--- config.mk ---
export PLATFORM = sky130hd
export DESIGN_NAME = seq_csa_accumulator
export DESIGN_NICKNAME = d
export VERILOG_FILES = /design/src/rtl/seq_csa_accumulator_pkg.sv /design/src/rtl/full_adder.sv /design/src/rtl/seq_csa_accumulator_row.sv /design/src/rtl/seq_csa_accumulator.sv
export SDC_FILE = /design/constraint.sdc
export NUM_CORES = 1
export LEC_CHECK = 0
export BUFFER_PORTS_ARGS = -buffer_cell sky130_fd_sc_hd__clkbuf_2
export CORE_ASPECT_RATIO = 0.8
export CORE_UTILIZATION = 50
export CTS_BUF_LIST = sky130_fd_sc_hd__clkbuf_16
export CTS_CLUSTER_SIZE = 10
export DETAILED_ROUTE_END_ITERATION = 8
export PLACE_DENSITY_LB_ADDON = 0.2
export SLEW_MARGIN = 20
export SYNTH_ARGS = -nofsm -noshare
export SYNTH_HDL_FRONTEND = slang
export SYNTH_SLANG_ARGS = --single-unit
--- constraint.sdc ---
create_clock -name clk -period 1.8 [get_ports clk]
set_clock_uncertainty 0.1 [all_clocks]
set_input_delay 0.36 -clock clk [delete_from_list [all_inputs] [get_ports clk]]
set_output_delay 0.36 -clock clk [all_outputs]
set_load 0.03 [all_outputs]
--- src/rtl/seq_csa_accumulator_pkg.sv ---
// Shared types and width helpers for the sequential carry-save accumulator.
package seq_csa_accumulator_pkg;

    typedef enum logic [1:0] {
        ST_IDLE    = 2'd0,
        ST_ACCUM   = 2'd1,
        ST_RESOLVE = 2'd2,
        ST_DONE    = 2'd3
    } state_t;

    // Accumulator width: operand width plus guard bits for operand-count growth.
    function automatic int unsigned acc_width(input int unsigned w, input int unsigned cw);
        return w + cw;
    endfunction

endpackage

--- src/rtl/full_adder.sv ---
// Single-bit full adder cell.
module full_adder (
    input  logic a,
    input  logic b,
    input  logic ci,
    output logic s,
    output logic co
);

    assign s  = a ^ b ^ ci;
    assign co = (a & b) | (a & ci) | (b & ci);

endmodule

--- src/rtl/seq_csa_accumulator_row.sv ---
// N-bit 3:2 compressor row; carry is returned unshifted (bit i weights 2^(i+1)).
module csa_row #(
    parameter int unsigned N = 12
) (
    input  logic [N-1:0] a,
    input  logic [N-1:0] b,
    input  logic [N-1:0] c,
    output logic [N-1:0] sum,
    output logic [N-1:0] carry
);

    for (genvar i = 0; i < N; i++) begin : g_bit
        full_adder u_fa (
            .a  (a[i]),
            .b  (b[i]),
            .ci (c[i]),
            .s  (sum[i]),
            .co (carry[i])
        );
    end

endmodule

--- src/rtl/seq_csa_accumulator.sv ---
// Multi-operand unsigned adder: folds one operand per cycle into a redundant
// sum/carry pair, then resolves it with a single carry-propagate add.
module seq_csa_accumulator
    import seq_csa_accumulator_pkg::*;
#(
    parameter int unsigned W  = 8,
    parameter int unsigned CW = 4
) (
    input  logic              clk,
    input  logic              rst_n,
    input  logic              in_valid,
    output logic              in_ready,
    input  logic [W-1:0]      in_data,
    input  logic              in_last,
    output logic              out_valid,
    input  logic              out_ready,
    output logic [W+CW-1:0]   out_sum,
    output logic [CW-1:0]     out_count,
    output logic              out_ovf
);

    localparam int unsigned ACC_W = acc_width(W, CW);
    localparam logic [CW-1:0] CNT_MAX = '1;

    state_t             state, state_d;
    logic [ACC_W-1:0]   s_q, s_d;
    logic [ACC_W-1:0]   c_q, c_d;
    logic [CW-1:0]      cnt_q, cnt_d;
    logic               ovf_q, ovf_d;
    logic [ACC_W-1:0]   sum_d;
    logic [CW-1:0]      count_d;
    logic               ovf_out_d;
    logic               ready_d;
    logic               valid_d;

    logic               accept;
    logic [ACC_W-1:0]   x;
    logic [ACC_W-1:0]   row_sum;
    logic [ACC_W-1:0]   row_carry;

    assign accept = in_valid && in_ready;
    assign x      = ACC_W'(in_data);

    csa_row #(
        .N (ACC_W)
    ) u_row (
        .a     (s_q),
        .b     (c_q),
        .c     (x),
        .sum   (row_sum),
        .carry (row_carry)
    );

    // Next-state, datapath and output logic.
    always_comb begin
        state_d   = state;
        s_d       = s_q;
        c_d       = c_q;
        cnt_d     = cnt_q;
        ovf_d     = ovf_q;
        sum_d     = out_sum;
        count_d   = out_count;
        ovf_out_d = out_ovf;

        case (state)
            ST_IDLE: begin
                if (accept) begin
                    s_d     = x;
                    c_d     = '0;
                    cnt_d   = CW'(1);
                    ovf_d   = 1'b0;
                    state_d = in_last ? ST_RESOLVE : ST_ACCUM;
                end
            end
            ST_ACCUM: begin
                if (accept) begin
                    s_d   = row_sum;
                    c_d   = {row_carry[ACC_W-2:0], 1'b0};
                    cnt_d = (cnt_q == CNT_MAX) ? cnt_q : cnt_q + CW'(1);
                    ovf_d = ovf_q | (cnt_q == CNT_MAX);
                    if (in_last) begin
                        state_d = ST_RESOLVE;
                    end
                end
            end
            ST_RESOLVE: begin
                sum_d     = s_q + c_q;
                count_d   = cnt_q;
                ovf_out_d = ovf_q;
                state_d   = ST_DONE;
            end
            ST_DONE: begin
                if (out_ready) begin
                    state_d = ST_IDLE;
                end
            end
            default: state_d = ST_IDLE;
        endcase

        ready_d = (state_d == ST_IDLE) || (state_d == ST_ACCUM);
        valid_d = (state_d == ST_DONE);
    end

    // State and datapath registers.
    always_ff @(posedge clk or negedge rst_n) begin
        if (!rst_n) begin
            state     <= ST_IDLE;
            s_q       <= '0;
            c_q       <= '0;
            cnt_q     <= '0;
            ovf_q     <= 1'b0;
            out_sum   <= '0;
            out_count <= '0;
            out_ovf   <= 1'b0;
            in_ready  <= 1'b1;
            out_valid <= 1'b0;
        end else begin
            state     <= state_d;
            s_q       <= s_d;
            c_q       <= c_d;
            cnt_q     <= cnt_d;
            ovf_q     <= ovf_d;
            out_sum   <= sum_d;
            out_count <= count_d;
            out_ovf   <= ovf_out_d;
            in_ready  <= ready_d;
            out_valid <= valid_d;
        end
    end

endmodule

# After elaboration in Yosys (flattened, before gate mapping)
# Index checks and enable logic that the tools add are counted.
# op_classes
n_addsub	2
eq_ne	9
n_mux	19
n_bitwise	64
n_reduce_logical	7
# op_table
op	count
$mux 12	4
$pmux 12 s2	2
$and 1x1->1	27
$xor 1x1->1	20
$or 1x1->1	17
$add 12x12->12	1
$mux 4	3
$mux 2	5
$pmux 2 s4	1
$pmux 4 s2	1
$eq 2x2->1 const B	3
$ne 2x2->1 const B	3
$add 4x1->4 const B	1
$eq 2x1->1 const B	2
$eq 4x4->1 const B	1
$logic_not 2->1	2
$reduce_and 4->1	1
$reduce_and 3->1	1
$mux 1	2
$pmux 1 s2	1
$reduce_bool 2->1	1
$logic_and 1x1->1	1
$logic_or 1x1->1	1
# word_totals
regBits	50
input_bits	13
word_cells	111

# Depth between registers and ports, before layout
# Gate-level depths: netlist (run 1).
# depth
word_depth	5
ltp_mapped	7
ltp_nobuf	7

# Modules after synthesis
# A second synthesis (run 1) with hierarchy kept.
# unflattened
cells_unflattened	247
hier_area_um2	2647.5
# by_module_without_submodules
module	n_inst	cells_each	area_each_um2	seq_area_each_um2
seq_csa_accumulator	1	235	2407.3	1227.4
full_adder	12	1	20.0	0.0

# Worst setup path before layout (run 1)
# OpenSTA, ideal clock, no wires.
# synth_path
path_kind	flip-flop to flip-flop
startpoint	register s_q[1]
endpoint	register out_sum[9]
setup_ps	128
arrival_time_ps	1697
required_ps	1572
slack_ps	-124
stages_incl_launch_ff	8
path_buffers	0
path_cell_list	dfrtp_1 -> ha_1 -> fa_1 -> a21oi_1 -> o211ai_1 -> a21boi_0 -> xor2_1 -> o21ai_0
# synth_between
elab_chain_len	1
# synth_rtl
item	line_no	rtl
start, declared	seq_csa_accumulator.sv:26	logic [ACC_W-1:0] s_q, s_d;
start signal, assigned	seq_csa_accumulator.sv:108	s_q <= '0;
start signal, assigned	seq_csa_accumulator.sv:119	s_q <= s_d;
$add 12x12->12	seq_csa_accumulator.sv:87	sum_d = s_q + c_q;
end signal, assigned	seq_csa_accumulator.sv:123	out_sum <= sum_d;
end, declared	seq_csa_accumulator.sv:17	output logic [W+CW-1:0] out_sum,
# No other way between the ends.
# A chain may end at the register's enable or synchronous reset.

# Final worst setup path (run 1)
# Ends and elaborated chain as after synthesis.

==> metrics.log, run 1 <==
INFO  metric run_status = complete, but fails checks
INFO  metric failing_checks = negative setup slack
INFO  metric grt_start_max_net_pins = 22
INFO  metric remaining_drc_errors = 0
INFO  metric antennaDiodeCount = 0
INFO  metric drv.max_cap_violation_count = 0
INFO  metric fin_util = 0.655
INFO  metric report.final.setup_viol = 4
INFO  metric final-max-slew-violation-count = 0
INFO  metric synthFlopType = sky130_fd_sc_hd__dfrtp_1
INFO  metric timing.critical_path.arrival = 1.98 ns
INFO  metric synth-compound-area-share = 0.186
INFO  metric place_inst = 341
INFO  metric initial_core_util = 0.538
INFO  metric post_route_setup_slack = -0.116 ns
INFO  metric drt.antenna.violating_nets = 0
INFO  metric ranking_of_synthesized_cells_by_area = sky130_fd_sc_hd__dfrtp_1, sky130_fd_sc_hd__fa_1, sky130_fd_sc_hd__ha_1
INFO  metric route.final.wire_length = 5280 µm
INFO  metric dp_hpwl = 3910 µm
INFO  metric worst-path-max-fanout = 3
INFO  metric timing.critical_path.required = 1.86 ns
INFO  metric async_flop_share = 1.00
INFO  metric post_drt_wl_per_cell = 14.9 µm
INFO  metric gpl.final_weighted_congestion = 0.807
INFO  metric floorplan.die_area = 5390 µm²
INFO  metric power.ir.vdd_worst = 1120 µV
INFO  metric yosys.cell_types.count = 37
INFO  metric clk_root_buffer_cell = sky130_fd_sc_hd__clkbuf_16
INFO  metric grt_setup_unrepaired = yes
INFO  metric synth_area_leader_cell = sky130_fd_sc_hd__dfrtp_1
INFO  metric grt_pass1_vias = 1974
INFO  metric synth_nets = 277
INFO  metric adder_cell_share_of_the_synthesized_area = 0.122
INFO  metric timing_hold_violations_final = 0
INFO  metric netlist_top_cells_count = sky130_fd_sc_hd__dfrtp_1, sky130_fd_sc_hd__inv_1, sky130_fd_sc_hd__o21ai_0, sky130_fd_sc_hd__nand2_1, sky130_fd_sc_hd__a21oi_1
INFO  metric place.port_buffers = 31
INFO  metric tritoncts_clock_tree = done
INFO  metric fp.dieW = 81.8 µm
INFO  metric critical_path.max_stage_delay = 0.40 ns
INFO  metric synth-warning-count = 0
INFO  metric seqCellArea = 1230 µm²
INFO  metric multiInputGateArea = 1220 µm²
INFO  metric timing.hold.ws = 0.153 ns
INFO  metric p_per_area = 1740 nW/µm²
INFO  metric htreeDepth = 2
INFO  metric synth_edf_count = 0
INFO  metric total_gr_overflow = 0
INFO  metric synthesis.area_per_instance = 10.4 µm²
INFO  metric post_layout_nonfiller_instances = 355
INFO  metric clock_latency = 0.28 ns
INFO  metric cell_count_after_synthesis = 244
INFO  metric synth_xor_area_frac = 0.0344
INFO  metric cts.path.max_buffers = 2
INFO  metric worst_path_max_delay_cell = sky130_fd_sc_hd__dfrtp_1
INFO  metric globalRouteTotalUtil = 0.231
INFO  metric design.final.nets = 327
INFO  metric num-fill-cells = 373
INFO  metric via_per_inst = 5.45
INFO  metric yosys.cell_count.top_type = sky130_fd_sc_hd__dfrtp_1
INFO  metric tritoncts.num_buffers = 5
INFO  metric synth.yosys.seq_area_share = 0.482
INFO  metric end_kind = register
INFO  metric timing.critical_path.cells = ha_2, fa_2, a21oi_4, o211ai_1, a21boi_1, xor2_1, o21ai_1
INFO  metric global_route_wire_length_before_repair = 9210 µm
INFO  metric yosys.area_share.simple = 0.0830
INFO  metric hp-class = in2reg
INFO  metric critPathKind = reg2reg
INFO  metric leakage = 1.49 nW
INFO  metric worstSetupStartpointType = register
INFO  metric synth_top_family_by_area = compound AO/OA/AOI/OAI gates
INFO  metric post-route-min-period = 1.92 ns
INFO  metric synth.mux.area_fraction = 0.0393
INFO  metric tightest_slew = 0.403 ns
INFO  metric tightest_slew_margin_relative_to_the_limit = 0.731
INFO  metric core_region_area = 4730 µm²
INFO  metric final_layout_size_suffix_gt1_frac = 0.275
INFO  metric io_pins = 32
INFO  metric synth_seq_cells = 49
INFO  metric max_clock_freq = 522 MHz
INFO  metric layout_worst_path_cycle_share = 1.06
INFO  metric die_h = 65.8 µm
INFO  metric route.vias.total = 1933
INFO  metric antenna_found_initial = 0
INFO  metric detailedRoute.firstPassIterationCount = 4
INFO  metric tritoncts_num_sinks = 49
INFO  metric combined_area_of_all_synthesized_cells = 2550 µm²
INFO  metric detailedRoute.firstIterationViolations = 55
INFO  metric area.growth.synth_to_final = 21.8%
INFO  metric design_power_total = 5.41 mW
INFO  metric synthDominantCellAreaShare = 0.472
INFO  metric clkTransAtPathRegs = 0.07 ns
INFO  metric core.rowCount = 22
[sequential cells by signal, summed over array words and instances, names as in the netlist]
name       cells
out_count      4
cnt_q          4
state          2
out_valid      1
in_ready       1
c_q           11
out_ovf        1
ovf_q          1
s_q           12
out_sum       12
[per-layer routing]
layer  share of wire  vias up  track usage  wire length [µm]
li1                -      943            -                 -
met1            0.49      940        0.318              2600
met2            0.46       46        0.363              2430
met3           0.044        4       0.0621               231
met4          0.0047        0       0.0526                25
met5               0        -            0                 0
[repair_timing]
action,in CTS,in global routing
pin swaps,6,3
endpoints found under the setup margin,6,7
gates resized for setup,5,8
setup buffers,4,1
hold buffers,1,0
hold endpoints to repair,10,0
[per-stage QoR]
stage | instance area [µm²] | TNS (ns) | setup slack (ns)
4_1_cts | 3070 | -0.252 | -0.121
2_1_floorplan | 2550 | 0 | 0.00558
5_1_grt | 3100 | -0.845 | -0.240
3_5_place_dp | 2880 | -0.379 | -0.163
3_3_place_gp | 2880 | -0.195 | -0.0949
6_report | 3100 | -0.267 | -0.116
[worst paths after layout]
kind | start | to | slack [ns] | cells past startpoint
setup / recovery | s_q[1]$_DFFE_PN0P_ | out_sum[9]$_DFFE_PN0N_ | -0.12 | 7
hold / removal | in_last | in_ready$_DFF_PN1_ | 0.15 | 2
setup reg to reg | s_q[1]$_DFFE_PN0P_ | out_sum[9]$_DFFE_PN0N_ | -0.12 | 7
hold reg to reg | out_sum[3]$_DFFE_PN0N_ | out_sum[3]$_DFFE_PN0N_ | 0.38 | 2
max in group asynchronous | rst_n | out_count[0]$_DFFE_PN0N_ | 0.72 | 3
min in group asynchronous | rst_n | s_q[3]$_DFFE_PN0P_ | 0.43 | 2
[kinds of logic after synthesis]
group                    after synthesis
AO/OA/AOI/OAI                         72
AND/OR/NAND/NOR                       49
flip-flops                            49
buffers and inverters                 35
adder cells (fa/ha/maj)               20
XOR/XNOR                              10
multiplexers                           9
[layout by cell type, fill, tap and decap left out, types with 2 or more instances in the layout]
master	netlist	final
sky130_fd_sc_hd__o21ai_0	24	21
sky130_fd_sc_hd__nand2b_1	2	2
sky130_fd_sc_hd__a21oi_1	14	10
sky130_fd_sc_hd__o22ai_1	7	7
sky130_fd_sc_hd__nand3_1	4	4
sky130_fd_sc_hd__a2111o_1	7	7
sky130_fd_sc_hd__inv_1	26	27
sky130_fd_sc_hd__xnor2_1	5	5
sky130_fd_sc_hd__a21boi_1	0	2
sky130_fd_sc_hd__mux2_2	8	8
sky130_fd_sc_hd__xor2_1	5	5
sky130_fd_sc_hd__buf_4	0	18
sky130_fd_sc_hd__nand2_1	23	23
sky130_fd_sc_hd__nor2_1	12	12
sky130_fd_sc_hd__buf_12	0	2
sky130_fd_sc_hd__clkbuf_16	0	5
sky130_fd_sc_hd__a22o_1	7	7
sky130_fd_sc_hd__nor3_1	2	2
sky130_fd_sc_hd__a21oi_2	1	4
sky130_fd_sc_hd__o21ai_1	2	5
sky130_fd_sc_hd__clkbuf_2	0	31
sky130_fd_sc_hd__ha_2	0	3
sky130_fd_sc_hd__fa_1	8	7
sky130_fd_sc_hd__dfrtp_1	48	48
sky130_fd_sc_hd__ha_1	12	9
[report_power, final]
group / switching (mW) / internal [mW]
combinational: 1.59 / 1.13
sequential: 0.302 / 1.50
clock: 0.379 / 0.503
total: 2.28 / 3.13
[layout make-up]
type                       count  share of cell area
sequential                    49               0.396
multi-input combinational    160               0.395
timing repair buffer          52               0.110
clock buffer                   5              0.0403
inverter                      26              0.0315
tap                           60              0.0242
clock inverter                 3             0.00403
[worst max-delay path: cells and delay by family (launching register included)]
kind                     cells  cell delay [ns]
adder cells (fa/ha/maj)      2             0.57
AO/OA/AOI/OAI                4             0.57
flip-flops                   1             0.40
XOR/XNOR                     1             0.17
Note: power is estimated with default switching activity, not from simulation.
==> run 2: changes to the inputs <==
--- a/config.mk
+++ b/config.mk
@@ -5,6 +5,7 @@
 export SDC_FILE = /design/constraint.sdc
 export NUM_CORES = 1
 export LEC_CHECK = 0
+export ABC_AREA = 1
 export BUFFER_PORTS_ARGS = -buffer_cell sky130_fd_sc_hd__clkbuf_2
 export CORE_ASPECT_RATIO = 0.8
 export CORE_UTILIZATION = 50
==> metrics.log, run 2 <==
INFO  metric run_status = finished clean
INFO  metric timing.critical_path.arrival = 1.78 ns (-0.20 ns)
INFO  metric core.rowCount = 23 (+4.5%)
INFO  metric cts.path.max_buffers = 2 (unchanged)
INFO  metric htreeDepth = 2 (unchanged)
INFO  metric max_clock_freq = 587 MHz (+13%)
INFO  metric dp_hpwl = 4020 µm (+2.7%)
INFO  metric clk_root_buffer_cell = sky130_fd_sc_hd__clkbuf_16
INFO  metric combined_area_of_all_synthesized_cells = 2670 µm² (+4.8%)
INFO  metric detailedRoute.firstPassIterationCount = 4 (unchanged)
INFO  metric yosys.cell_count.top_type = sky130_fd_sc_hd__nand2_1
INFO  metric synthFlopType = sky130_fd_sc_hd__dfrtp_1
INFO  metric timing_hold_violations_final = 0 (unchanged)
INFO  metric post-route-min-period = 1.70 ns (-0.213 ns)
INFO  metric layout_worst_path_cycle_share = 0.946 (-0.118)
INFO  metric worst-path-max-fanout = 4 (+1)
INFO  metric dpl_worst_slack = 0.0308 ns (+0.194 ns)
INFO  metric die_h = 67.4 µm (+2.3%)
INFO  metric worstSetupStartpointType = register
INFO  metric detailedRoute.firstIterationViolations = 95 (+73%)
INFO  metric remaining_drc_errors = 0 (unchanged)
INFO  metric report.final.setup_viol = 0 (-4)
INFO  metric regToRegEndpoint = out_sum[10]$_DFFE_PN0N_
INFO  metric synth-warning-count = 0 (unchanged)
INFO  metric largestRegisters = out_sum x12, s_q x12, c_q x11
INFO  metric tightest_slew = 0.536 ns (+0.133 ns)
INFO  metric clkTransAtPathRegs = 0.07 ns (about the same)
INFO  metric yosys.cell_types.count = 26 (-30%)
INFO  metric ranking_of_synthesized_cells_by_area = sky130_fd_sc_hd__dfrtp_1, sky130_fd_sc_hd__nand2_1, sky130_fd_sc_hd__inv_1
INFO  metric layout.cells.most_common = sky130_fd_sc_hd__nand2_1
INFO  metric fp.dieW = 83.7 µm (+2.3%)
INFO  metric min_delay_path_depth = 2 (unchanged)
INFO  metric synthDominantCellAreaShare = 0.450 (-0.0217)
INFO  metric initial_core_util = 0.527 (-0.0109)
INFO  metric mostFrequentLayoutCells = sky130_fd_sc_hd__nand2_1, sky130_fd_sc_hd__inv_1, sky130_fd_sc_hd__dfrtp_1
INFO  metric grt_start_max_net_pins = 27 (+23%)
INFO  metric post_route_setup_slack = 0.0971 ns (+0.213 ns)
INFO  metric synth_top_family_by_area = simple AND/OR/NAND/NOR gates
INFO  metric via_per_inst = 5.01 (-8.0%)
INFO  metric async_flop_share = 1.00 (unchanged)
INFO  metric antennaDiodeCount = 0 (unchanged)
INFO  metric tritoncts_clock_tree = done
INFO  metric timing.reg2reg.setup_slack = 0.1 ns (+0.21 ns)
INFO  metric rr_worst_depth = 8 (+1)
INFO  metric global_route_wire_length_before_repair = 9180 µm (-0.37%)
INFO  metric grt_pass1_vias = 1994 (+1.0%)
INFO  metric globalRouteTotalUtil = 0.213 (-0.0174)
INFO  metric critPathKind = reg2reg
INFO  metric design.final.nets = 393 (+20%)
INFO  metric drt.antenna.violating_nets = 0 (unchanged)
INFO  metric netlist_top_cells_count = sky130_fd_sc_hd__nand2_1, sky130_fd_sc_hd__inv_1, sky130_fd_sc_hd__dfrtp_1, sky130_fd_sc_hd__nand3_1, sky130_fd_sc_hd__o21ai_0
INFO  metric drv.max_cap_violation_count = 0 (unchanged)
INFO  metric power.ir.vdd_worst = 860 µV (-23%)
INFO  metric clock_latency = 0.29 ns (about the same)
INFO  metric final-max-slew-violation-count = 0 (unchanged)
INFO  metric adder_cell_share_of_the_synthesized_area = 0.116 (-0.00559)
INFO  metric hp-class = in2reg
INFO  metric synth_edf_count = 0 (unchanged)
INFO  metric area.growth.synth_to_final = 16.7%
INFO  metric post_drt_wl_per_cell = 13.0 µm (-13%)
INFO  metric synth.yosys.seq_area_share = 0.460 (-0.0221)
INFO  metric yosys.area_share.simple = 0.203 (+0.120)
INFO  metric final_layout_size_suffix_gt1_frac = 0.158 (-0.117)
INFO  metric route.final.wire_length = 5480 µm (+3.8%)
INFO  metric cell_count_after_synthesis = 322 (+32%)
INFO  metric timing.critical_path.required = 1.88 ns (+0.02 ns)
INFO  metric io_pins = 32 (unchanged)
INFO  metric total_gr_overflow = 0 (unchanged)
INFO  metric antenna_found_initial = 0 (unchanged)
INFO  metric synth_area_leader_cell = sky130_fd_sc_hd__dfrtp_1
INFO  metric tritoncts.num_buffers = 5 (unchanged)
INFO  metric hold_path_startpoint = out_ready
INFO  metric tritoncts_num_sinks = 49 (unchanged)
INFO  metric synthesis.area_per_instance = 8.29 µm² (-21%)
INFO  metric core_region_area = 5060 µm² (+7.0%)
INFO  metric num-fill-cells = 470 (+26%)
INFO  metric end_kind = register
INFO  metric leakage = 1.63 nW (+9.5%)
INFO  metric min_delay_worst_endpoint = out_valid$_DFF_PN0_
INFO  metric tightest_slew_margin_relative_to_the_limit = 0.642 (-0.0896)
INFO  metric gpl.final_weighted_congestion = 0.890 (+10%)
INFO  metric synth.mux.area_fraction = 0 (-0.0393)
INFO  metric p_per_area = 1760 nW/µm² (+0.87%)
INFO  metric setup_total_negative_slack = 0 ns (+0.267 ns)
INFO  metric route.vias.total = 2118 (+9.6%)
INFO  metric synth-compound-area-share = 0.116 (-0.0699)
INFO  metric synth_seq_cells = 49 (unchanged)
INFO  metric timing.rr.start = c_q[5]$_DFFE_PN0P_
INFO  metric floorplan.die_area = 5640 µm² (+4.7%)
INFO  metric synth_xor_area_frac = 0.00984 (-0.0245)
INFO  metric synth_nets = 355 (+28%)
INFO  metric place.port_buffers = 31 (unchanged)
## run 2: changes by cell type after synthesis, moves of 7 or more
cell / change
sky130_fd_sc_hd__mux2_2: -8
sky130_fd_sc_hd__inv_1: +24
sky130_fd_sc_hd__a21oi_1: -7
sky130_fd_sc_hd__a22o_1: -7
sky130_fd_sc_hd__nand2_1: +67
sky130_fd_sc_hd__nor2_1: +7
sky130_fd_sc_hd__nand3_1: +16
sky130_fd_sc_hd__o21ai_1: +8
sky130_fd_sc_hd__a2111o_1: -7
## run 2: metal layers
| layer | up-vias | wire length (µm) | global-route usage |
|---|---|---|---|
| li1 | 1106 | - | - |
| met1 | 979 | 2880 | 0.304 |
| met2 | 27 | 2370 | 0.326 |
| met3 | 6 | 148 | 0.0403 |
| met4 | 0 | 80 | 0.0847 |
| met5 | - | 0 | 0 |
## run 2: final cells by class
class                           count  area, µm²  area share
Timing Repair Buffer               40        238      0.0763
Clock inverter                      3       41.3      0.0133
Sequential cell                    49       1230       0.394
Inverter                           52        195      0.0627
Clock buffer                        5        125      0.0402
Tap cell                           62       77.6      0.0249
Multi-Input combinational cell    212       1210       0.389
## run 2: power breakdown
| part | switching, mW | total, mW | internal (mW) |
|---|---|---|---|
| combinational | 1.74 | 2.61 | 0.867 |
| clock | 0.418 | 1.07 | 0.651 |
| sequential | 0.275 | 1.80 | 1.53 |
## run 2: cell families after synthesis
logic type / count (synthesis)
simple gates: 134
buf+inv: 61
compound gates: 55
flops: 49
fa+ha+maj: 20
xor+xnor: 3
## run 2: how the worst max path moves through the flow
stage                                   from  slack (ns)                      end  depth (start not counted)
after floorplan           s_q[1]$_DFFE_PN0P_        0.13   out_sum[5]$_DFFE_PN0N_                          7
after global placement    s_q[1]$_DFFE_PN0P_        0.08   out_sum[5]$_DFFE_PN0N_                          7
after detailed placement  s_q[1]$_DFFE_PN0P_        0.03   out_sum[9]$_DFFE_PN0N_                          8
after CTS                 s_q[1]$_DFFE_PN0P_        0.01   out_sum[9]$_DFFE_PN0N_                          8
after global routing      c_q[9]$_DFFE_PN0P_       -0.02  out_sum[10]$_DFFE_PN0N_                          8
final                     c_q[5]$_DFFE_PN0P_         0.1  out_sum[10]$_DFFE_PN0N_                          8
## run 2: through the flow
stage | power (mW) | cell area [µm²] | hold slack, ns | cells | utilization
3_5_place_dp | 4.37 | 2920 | 0.205 | 414 | 0.576
5_1_grt | 5.96 | 3120 | 0.167 | 423 | 0.615
4_1_cts | 5.44 | 3090 | 0.150 | 423 | 0.611
3_3_place_gp | 4.31 | 2920 | 0.212 | 414 | 0.576
6_report | 5.48 | 3120 | 0.152 | 423 | 0.615
2_1_floorplan | 3.73 | 2670 | -0.0356 | 322 | -
## run 2: repair_timing
| item | 4_1_cts | 5_1_grt |
|---|---|---|
| hold endpoints to repair | 12 | 0 |
| buffers inserted | 0 | 0 |
| hold buffers | 1 | 0 |
| setup endpoints to repair | 0 | 6 |
| gates resized for setup | 0 | 6 |
## run 2: critical path, cell delays in order (launching register included)
cell	delay, ns
sky130_fd_sc_hd__dfrtp_1	0.40
sky130_fd_sc_hd__ha_1	0.38
sky130_fd_sc_hd__nand2_1	0.12
sky130_fd_sc_hd__nor2_1	0.14
sky130_fd_sc_hd__nand3_1	0.15
sky130_fd_sc_hd__nand3_1	0.11
sky130_fd_sc_hd__nand2_1	0.06
sky130_fd_sc_hd__nand3_1	0.07
sky130_fd_sc_hd__nand2_1	0.06
